## src/rtl/mem_arbiter_pkg.sv

```systemverilog
// Shared types and default widths for the IF/LS memory-port arbiter.
package mem_arbiter_pkg;

  localparam int unsigned PC_WIDTH    = 32;
  localparam int unsigned INSTR_WIDTH = 32;
  localparam int unsigned CNT_W       = 4;
  localparam int unsigned LAT_MAX     = 15;

  typedef enum logic [1:0] {
    MA_IDLE  = 2'd0,
    MA_ISSUE = 2'd1,
    MA_WAIT  = 2'd2,
    MA_RESP  = 2'd3
  } ma_state_e;

  typedef enum logic {
    OWN_IF = 1'b0,
    OWN_LS = 1'b1
  } owner_e;

endpackage

```

## src/rtl/mem_arbiter_rr_arbiter2.sv

```systemverilog
// Two-requester round-robin grant; last-served updates only on a commit pulse.
module rr_arbiter2
  import mem_arbiter_pkg::*;
(
  input  logic   clk,
  input  logic   rst,
  input  logic   req_if,
  input  logic   req_ls,
  input  logic   commit,
  input  owner_e commit_owner,
  output logic   gnt_if_c,
  output logic   gnt_ls_c
);

  owner_e last_q;

  always_ff @(posedge clk or negedge rst) begin
    if (!rst) begin
      last_q <= OWN_LS;
    end else if (commit) begin
      last_q <= commit_owner;
    end
  end

  // On a tie the requester not served last wins.
  always_comb begin
    gnt_if_c = 1'b0;
    gnt_ls_c = 1'b0;
    if (req_if && req_ls) begin
      if (last_q == OWN_LS) gnt_if_c = 1'b1;
      else                  gnt_ls_c = 1'b1;
    end else begin
      gnt_if_c = req_if;
      gnt_ls_c = req_ls;
    end
  end

endmodule

```

## src/rtl/mem_arbiter.sv

```systemverilog
// Shares one fixed-latency memory port between instruction fetch and load/store,
// one transaction in flight, with a one-cycle response strobe back to the issuer.
module mem_arbiter
  import mem_arbiter_pkg::*;
#(
  parameter int unsigned ADDR_W = PC_WIDTH,
  parameter int unsigned DATA_W = INSTR_WIDTH,
  parameter int unsigned LAT    = 1
) (
  input  logic                clk,
  input  logic                rst,
  input  logic                IfReqValid,
  output logic                IfReqReady,
  input  logic [ADDR_W-1:0]   IfAddr,
  output logic                IfRespValid,
  output logic [DATA_W-1:0]   IfRespData,
  input  logic                LsReqValid,
  output logic                LsReqReady,
  input  logic [ADDR_W-1:0]   LsAddr,
  input  logic                LsWen,
  input  logic [DATA_W-1:0]   LsWdata,
  input  logic [DATA_W/8-1:0] LsWmask,
  output logic                LsRespValid,
  output logic [DATA_W-1:0]   LsRespData,
  output logic                MemEn,
  output logic                MemWen,
  output logic [ADDR_W-1:0]   MemAddr,
  output logic [DATA_W-1:0]   MemWdata,
  output logic [DATA_W/8-1:0] MemWmask,
  input  logic [DATA_W-1:0]   MemRdata
);

  localparam int unsigned MASK_W = DATA_W / 8;

  if (LAT < 1 || LAT > LAT_MAX) begin : g_bad_lat
    $error("mem_arbiter: LAT must be in 1..15");
  end
  if ((DATA_W % 8) != 0) begin : g_bad_data_w
    $error("mem_arbiter: DATA_W must be a multiple of 8");
  end

  ma_state_e        state_q, state_d;
  owner_e           owner_q;
  logic [CNT_W-1:0] cnt_q;
  logic             run_q;
  logic             gnt_if_c, gnt_ls_c;
  logic             idle_c, accept_c;

  rr_arbiter2 u_rr (
    .clk          (clk),
    .rst          (rst),
    .req_if       (IfReqValid),
    .req_ls       (LsReqValid),
    .commit       (state_q == MA_RESP),
    .commit_owner (owner_q),
    .gnt_if_c     (gnt_if_c),
    .gnt_ls_c     (gnt_ls_c)
  );

  // run_q keeps both Ready outputs low while reset is held.
  assign idle_c     = run_q && (state_q == MA_IDLE);
  assign IfReqReady = idle_c && gnt_if_c;
  assign LsReqReady = idle_c && gnt_ls_c;
  assign accept_c   = IfReqReady || LsReqReady;

  always_comb begin
    state_d = state_q;
    case (state_q)
      MA_IDLE:  if (accept_c) state_d = MA_ISSUE;
      MA_ISSUE: state_d = MA_WAIT;
      MA_WAIT:  if (cnt_q == '0) state_d = MA_RESP;
      MA_RESP:  state_d = MA_IDLE;
      default:  state_d = MA_IDLE;
    endcase
  end

  always_ff @(posedge clk or negedge rst) begin
    if (!rst) begin
      state_q <= MA_IDLE;
      run_q   <= 1'b0;
    end else begin
      state_q <= state_d;
      run_q   <= 1'b1;
    end
  end

  // Request capture, memory strobe, latency count and response registers.
  always_ff @(posedge clk or negedge rst) begin
    if (!rst) begin
      owner_q     <= OWN_IF;
      cnt_q       <= '0;
      MemEn       <= 1'b0;
      MemWen      <= 1'b0;
      MemAddr     <= '0;
      MemWdata    <= '0;
      MemWmask    <= '0;
      IfRespValid <= 1'b0;
      IfRespData  <= '0;
      LsRespValid <= 1'b0;
      LsRespData  <= '0;
    end else begin
      MemEn       <= 1'b0;
      IfRespValid <= 1'b0;
      LsRespValid <= 1'b0;
      case (state_q)
        MA_IDLE: begin
          if (IfReqReady) begin
            owner_q  <= OWN_IF;
            MemEn    <= 1'b1;
            MemWen   <= 1'b0;
            MemAddr  <= IfAddr;
            MemWdata <= '0;
            MemWmask <= MASK_W'(0);
          end else if (LsReqReady) begin
            owner_q  <= OWN_LS;
            MemEn    <= 1'b1;
            MemWen   <= LsWen;
            MemAddr  <= LsAddr;
            MemWdata <= LsWdata;
            MemWmask <= LsWmask;
          end
        end
        MA_ISSUE: cnt_q <= CNT_W'(LAT - 1);
        MA_WAIT: begin
          if (cnt_q == '0) begin
            if (owner_q == OWN_IF) begin
              IfRespValid <= 1'b1;
              IfRespData  <= MemRdata;
            end else begin
              LsRespValid <= 1'b1;
              LsRespData  <= MemWen ? '0 : MemRdata;
            end
          end else begin
            cnt_q <= cnt_q - CNT_W'(1);
          end
        end
        default: ;
      endcase
    end
  end

endmodule

```

## config.mk

```make
export PLATFORM = sky130hd
export DESIGN_NAME = mem_arbiter
export DESIGN_NICKNAME = d
export VERILOG_FILES = /design/src/rtl/mem_arbiter_pkg.sv /design/src/rtl/mem_arbiter_rr_arbiter2.sv /design/src/rtl/mem_arbiter.sv
export SDC_FILE = /design/constraint.sdc
export NUM_CORES = 1
export LEC_CHECK = 0
export CAP_MARGIN = 20
export CORE_AREA = 2 2 120 122
export CTS_CLUSTER_DIAMETER = 80
export DETAILED_ROUTE_END_ITERATION = 6
export DIE_AREA = 0 0 122 124
export PLACE_DENSITY = 0.95
export SLEW_MARGIN = 10
export SYNTH_ARGS = -nofsm -noshare
export SYNTH_HDL_FRONTEND = slang
export SYNTH_SLANG_ARGS = --single-unit
```

## constraint.sdc

```tcl
create_clock -name clk -period 4.2 [get_ports clk]
set_input_delay 1.26 -clock clk [delete_from_list [all_inputs] [get_ports clk]]
set_output_delay 1.26 -clock clk [all_outputs]
set_load 0.01 [all_outputs]
```

* Word-level counts from Yosys, hierarchy flattened
Index checks and enable logic that the tools add are counted.
** Word-level totals
- Output and inout bits :: 138
- Logic and storage cells :: 65
- Input port bits :: 137
- Flip-flop bits (word level) :: 145
** Cells by class
- Add/subtract/negate cells :: 1
- Muxes and demuxes :: 29
- Reduce and logical (&&, ||, !) cells :: 14
- Bitwise gates (word level) :: 1
- Equality and inequality tests :: 6
** Operators with widths (count)
- two-way mux 32 bit :: 5
- two-way mux 1 bit :: 17
- two-way mux 4 bit :: 3
- case mux 2 bit (4 select lines) :: 1
- case mux 4 bit (2 select lines) :: 1
- != test 2 bit, second input constant :: 3
- AND reduction 2 bit :: 3
- AND reduction 3 bit :: 2
- equality test 2 bit, second input constant :: 2
- logical AND 1 bit :: 4
- logical NOT 4 bit :: 1
- two-way mux 2 bit :: 2
- nonzero test 2 bit :: 2
- subtractor 4 x 1 -> 4 bit, second input constant :: 1
- equality test 2 x 1 -> 1 bit, second input constant :: 1
- logical NOT 2 bit :: 1
- logical OR 1 bit :: 1
- NOT 1 bit :: 1

* Depth between registers and ports, before layout
Gate-level depths: netlist of run 1.
- Depth after elaboration :: 6
- Mapped depth :: 7
- Depth with buffers taken out :: 6

* By module
Synthesis of run 1 repeated with hierarchy kept, for this count alone.
** Unflattened totals
- Cell total of the unflattened synthesis :: 447
- Area total of the unflattened synthesis :: 5810.6 µm²
** Modules (own cells, without submodules)
- mem_arbiter :: seq. area each 3603.5 µm², instances 1, area each 5756.8 µm², cells each 441
- rr_arbiter2 :: seq. area each 26.3 µm², instances 1, area each 53.8 µm², cells each 6

* Worst setup path after synthesis of run 1
OpenSTA, ideal clock, no wires.
- Path type :: in2out
- Start point :: input port LsReqValid
- End point :: output port IfReqReady
- Data arrival time :: 2.131 ns
- Setup slack :: 0.809 ns
- Path buffers :: 3
- Stages on the path :: 6
- Path through :: nor2b_1 > clkbuf_1 > or2_1 > clkbuf_1 > buf_2 > inv_1
** Between the ends
- Word-level cells in the longest chain between the ends :: 3
** Ends and longest elaborated chain
- start, declared :: line mem_arbiter.sv:17 : input logic LsReqValid,
- logical AND 1 bit :: line mem_arbiter_rr_arbiter2.sv:29 : if (req_if && req_ls) begin
- two-way mux 1 bit :: line mem_arbiter_rr_arbiter2.sv:29
- logical AND 1 bit :: line mem_arbiter.sv:62 : assign IfReqReady = idle_c && gnt_if_c;
- end, declared :: line mem_arbiter.sv:13 : output logic IfReqReady,
Every way passes these cells.

* Worst setup path in the final report of run 1
- Start point :: input port IfReqValid
- End point :: output port IfReqReady
** Between the ends
- Word-level cells in the longest chain between the ends :: 3
** Ends and longest elaborated chain
- start, declared :: line mem_arbiter.sv:12 : input logic IfReqValid,
- logical AND 1 bit :: line mem_arbiter_rr_arbiter2.sv:29
- two-way mux 1 bit (*) :: line mem_arbiter_rr_arbiter2.sv:29
- logical AND 1 bit (*) :: line mem_arbiter.sv:62
Mark *: on every way between the ends. The rest lies on a longest branch, timed or not.

==> flow_summary.toml, run 1 <==
[outcome]
status = "completed"

[route]
drt_wl_total_um = 18100
drtPass1Iterations = 4
vias_per_cell = 5.33
vias = 4880
wl_per_cell_um = 19.8
drc = 0
ant_nets = 0
drt_iter0_markers = 277

[global_route]
grt.total_usage = 0.237
antenna_found_initial = 0
grt_util_met2 = 0.399
grt_max_degree = 75
busiest_layer = "met2"
use_met3 = 0.0870
grtUsageMet1 = 0.269
grt_pass1_wl_um = 27000
gr-total-overflow = 0
grt_pass1_vias = 5106

[sta]
final.setup.tns_ns = 0
worst_pin_slew_ns = 0.665
drv_slew = 0
slew_headroom = 0.557
rsz0062_at_grt = "no"
clock_skew_ns = 0.00805
setup_violations = 0
finalWorstSetupSlack_ns = 0.141
finalHoldViolations = 0
maxClockFrequency_mhz = 246
post-route-period-util = 0.966
period_minus_slack_ns = 4.06

[cells_and_area]
area_growth_pct = 57.9
antenna_cells = 0
final_common_cell = "clkdlybuf4s50_1"
final_cell_mix = "273 x clkdlybuf4s50_1, 144 x dfrtp_1, 56 x mux2_2, 37 x a22o_1"
fin_area_um2 = 9680
fin_nets = 864
layout-drive-gt1-share = 0.143
fillers = 847

[worst_setup_path]
reg2regPathDepth = 6
start_kind = "input port"
worstPathMaxFanout = 3
end_kind = "output port"
worstPathArrival_ns = 2.80
worstPathRequired_ns = 2.94
critPathKind = "in2out"

[floorplanning]
die_area_um2 = 15100
fp.coreArea_um2 = 13700
die_h_um = 124
die_x_um = 122
start_util = 0.447
rows = 43
io_pins = 275

[logic_synthesis]
synth_nets = 596
syn_area_um2 = 6130
syn_inst = 454
yosysWarnings = 0
synth_cell_type_count = 32
ys_seq_area_frac = 0.592
ys_ff_latch = 145
avgSynthCellArea_um2 = 13.5

[job]
maxCapViolations = 0

[placed_design]
io_buffer_count = 274
hpwl_um = 12800
place_area_um2 = 9030
gp_congestion = 0.839
post-place-ws_ns = 0.158

[clock_tree]
numCtsBuffers = 17
cts.sinks = 145
postCtsHoldBufs = 0
cts_tree = "done"
cts.clk_slew.worst_paths_ns = 0.06
htreeDepth = 4
clockBufferDepth = 2
cts_resized = 0
clock_latency_ns = 0.42
cts_root_buf = "clkbuf_16"
post-cts-setup-buffers = 0

[power_and_ir_drop]
ir_drop_v = 0.000410
power-per-cell-area_nw_per_um2 = 761
leakage_uw = 0.00414

[min_path]
min-delay-path-class = "reg2reg"
holdPathStages = 1
kinds of logic (layout without fill, tap and decap cells):
family | after synthesis | count (layout) | synth area share
flip-flops | 145 | 145 | 0.592
adder cells (fa/ha/maj) | 5 | 5 | 0.0102
buffers and inverters | 44 | 325 | 0.0323
other | 1 | 1 | 0.000612
multiplexers | 68 | 68 | 0.125
AND/OR/NAND/NOR | 112 | 112 | 0.123
AO/OA/AOI/OAI | 79 | 79 | 0.117
synthesized netlist by cell type, drive strengths merged:
cell | instances | area [um^2]
o21bai | 1 | 7.51
o22ai | 2 | 12.5
dfrtp | 144 | 3600
a22o | 37 | 324
nand3 | 2 | 10.0
nand2 | 3 | 11.3
a2bb2oi | 1 | 8.76
nor2b | 33 | 206
conb | 1 | 3.75
o22a | 1 | 8.76
nor2 | 2 | 7.51
inv | 9 | 33.8
nor3b | 34 | 278
mux2i | 2 | 20.0
clkbuf | 24 | 90.1
o211ai | 1 | 12.5
mux2 | 66 | 743
a21o | 2 | 15.0
a21oi | 2 | 10.0
dfstp | 1 | 26.3
or2 | 1 | 6.26
a221o | 32 | 320
and4 | 1 | 8.76
and2 | 32 | 200
nor3 | 3 | 15.0
buf | 11 | 73.8
ha | 5 | 62.6
and3b | 1 | 8.76
stage by stage:
stage | power [uW] | std cells | util | hold slack [ns]
floorplan | 3890 | 454 | - | 0.529
detailed placement | 5720 | 883 | 0.658 | 0.480
finish | 7370 | 915 | 0.706 | 0.485
global route | 7720 | 915 | 0.706 | 0.512
CTS | 7420 | 915 | 0.706 | 0.494
global placement | 5550 | 883 | 0.658 | 0.468
layer usage:
| metal | wire length (um) | vias to the layer above |
|---|---|---|
| met5 | 0 | - |
| met4 | 597 | 0 |
| met3 | 1820 | 48 |
| met2 | 8880 | 276 |
| met1 | 6810 | 2367 |
| li1 | - | 2189 |
layout make-up:
cell class                 count  area, um^2  area share
multi-input combinational    265        2310       0.239
timing repair buffer         284        2830       0.293
tap                          180         225      0.0233
clock buffer                  17         425      0.0440
clock inverter                15         221      0.0229
sequential                   145        3630       0.375
inverter                       9        33.8     0.00349
path summary, 6_finish.rpt:
| path | from | end | slack [ns] |
|---|---|---|---|
| max | IfReqValid | IfReqReady | 0.14 |
| min | IfRespData[9] | IfRespData[9] | 0.48 |
| max reg2reg | cnt_q[0] | IfRespData[23] | 1.93 |
| min reg2reg | IfRespData[9] | IfRespData[9] | 0.48 |
| max in group asynchronous | rst | u_rr.last_q | 2.52 |
| min in group asynchronous | rst | MemAddr[16] | 0.83 |
state kept, by name, summed over array words and instances (netlist names):
signal       count
MemWdata        32
run_q            1
IfRespData      32
IfRespValid      1
MemWen           1
LsRespValid      1
MemWmask         4
owner_q          1
MemAddr         32
state_q          2
LsRespData      32
cnt_q            4
MemEn            1
u_rr.last_q      1
power breakdown:
group          internal (uW)  switching [uW]
clock network           1020             633
logic                   1920            1310
registers               2070             414
total                   5010            2350
critical path, cell delays in order:
cell and delay, ns:
clkdlybuf4s50_1 0.56, nand3_1 0.13, or2_1 0.26, inv_1 0.06
clkdlybuf4s50_1 0.53
Power figures use the tool's default switching activity.
==> run 2: changes to the inputs <==
Settings changed: CTS_CLUSTER_DIAMETER 80 to unset.
==> results of run 2 <==
Same layout as run 1: the final DEF is identical, and so are final timing and power.
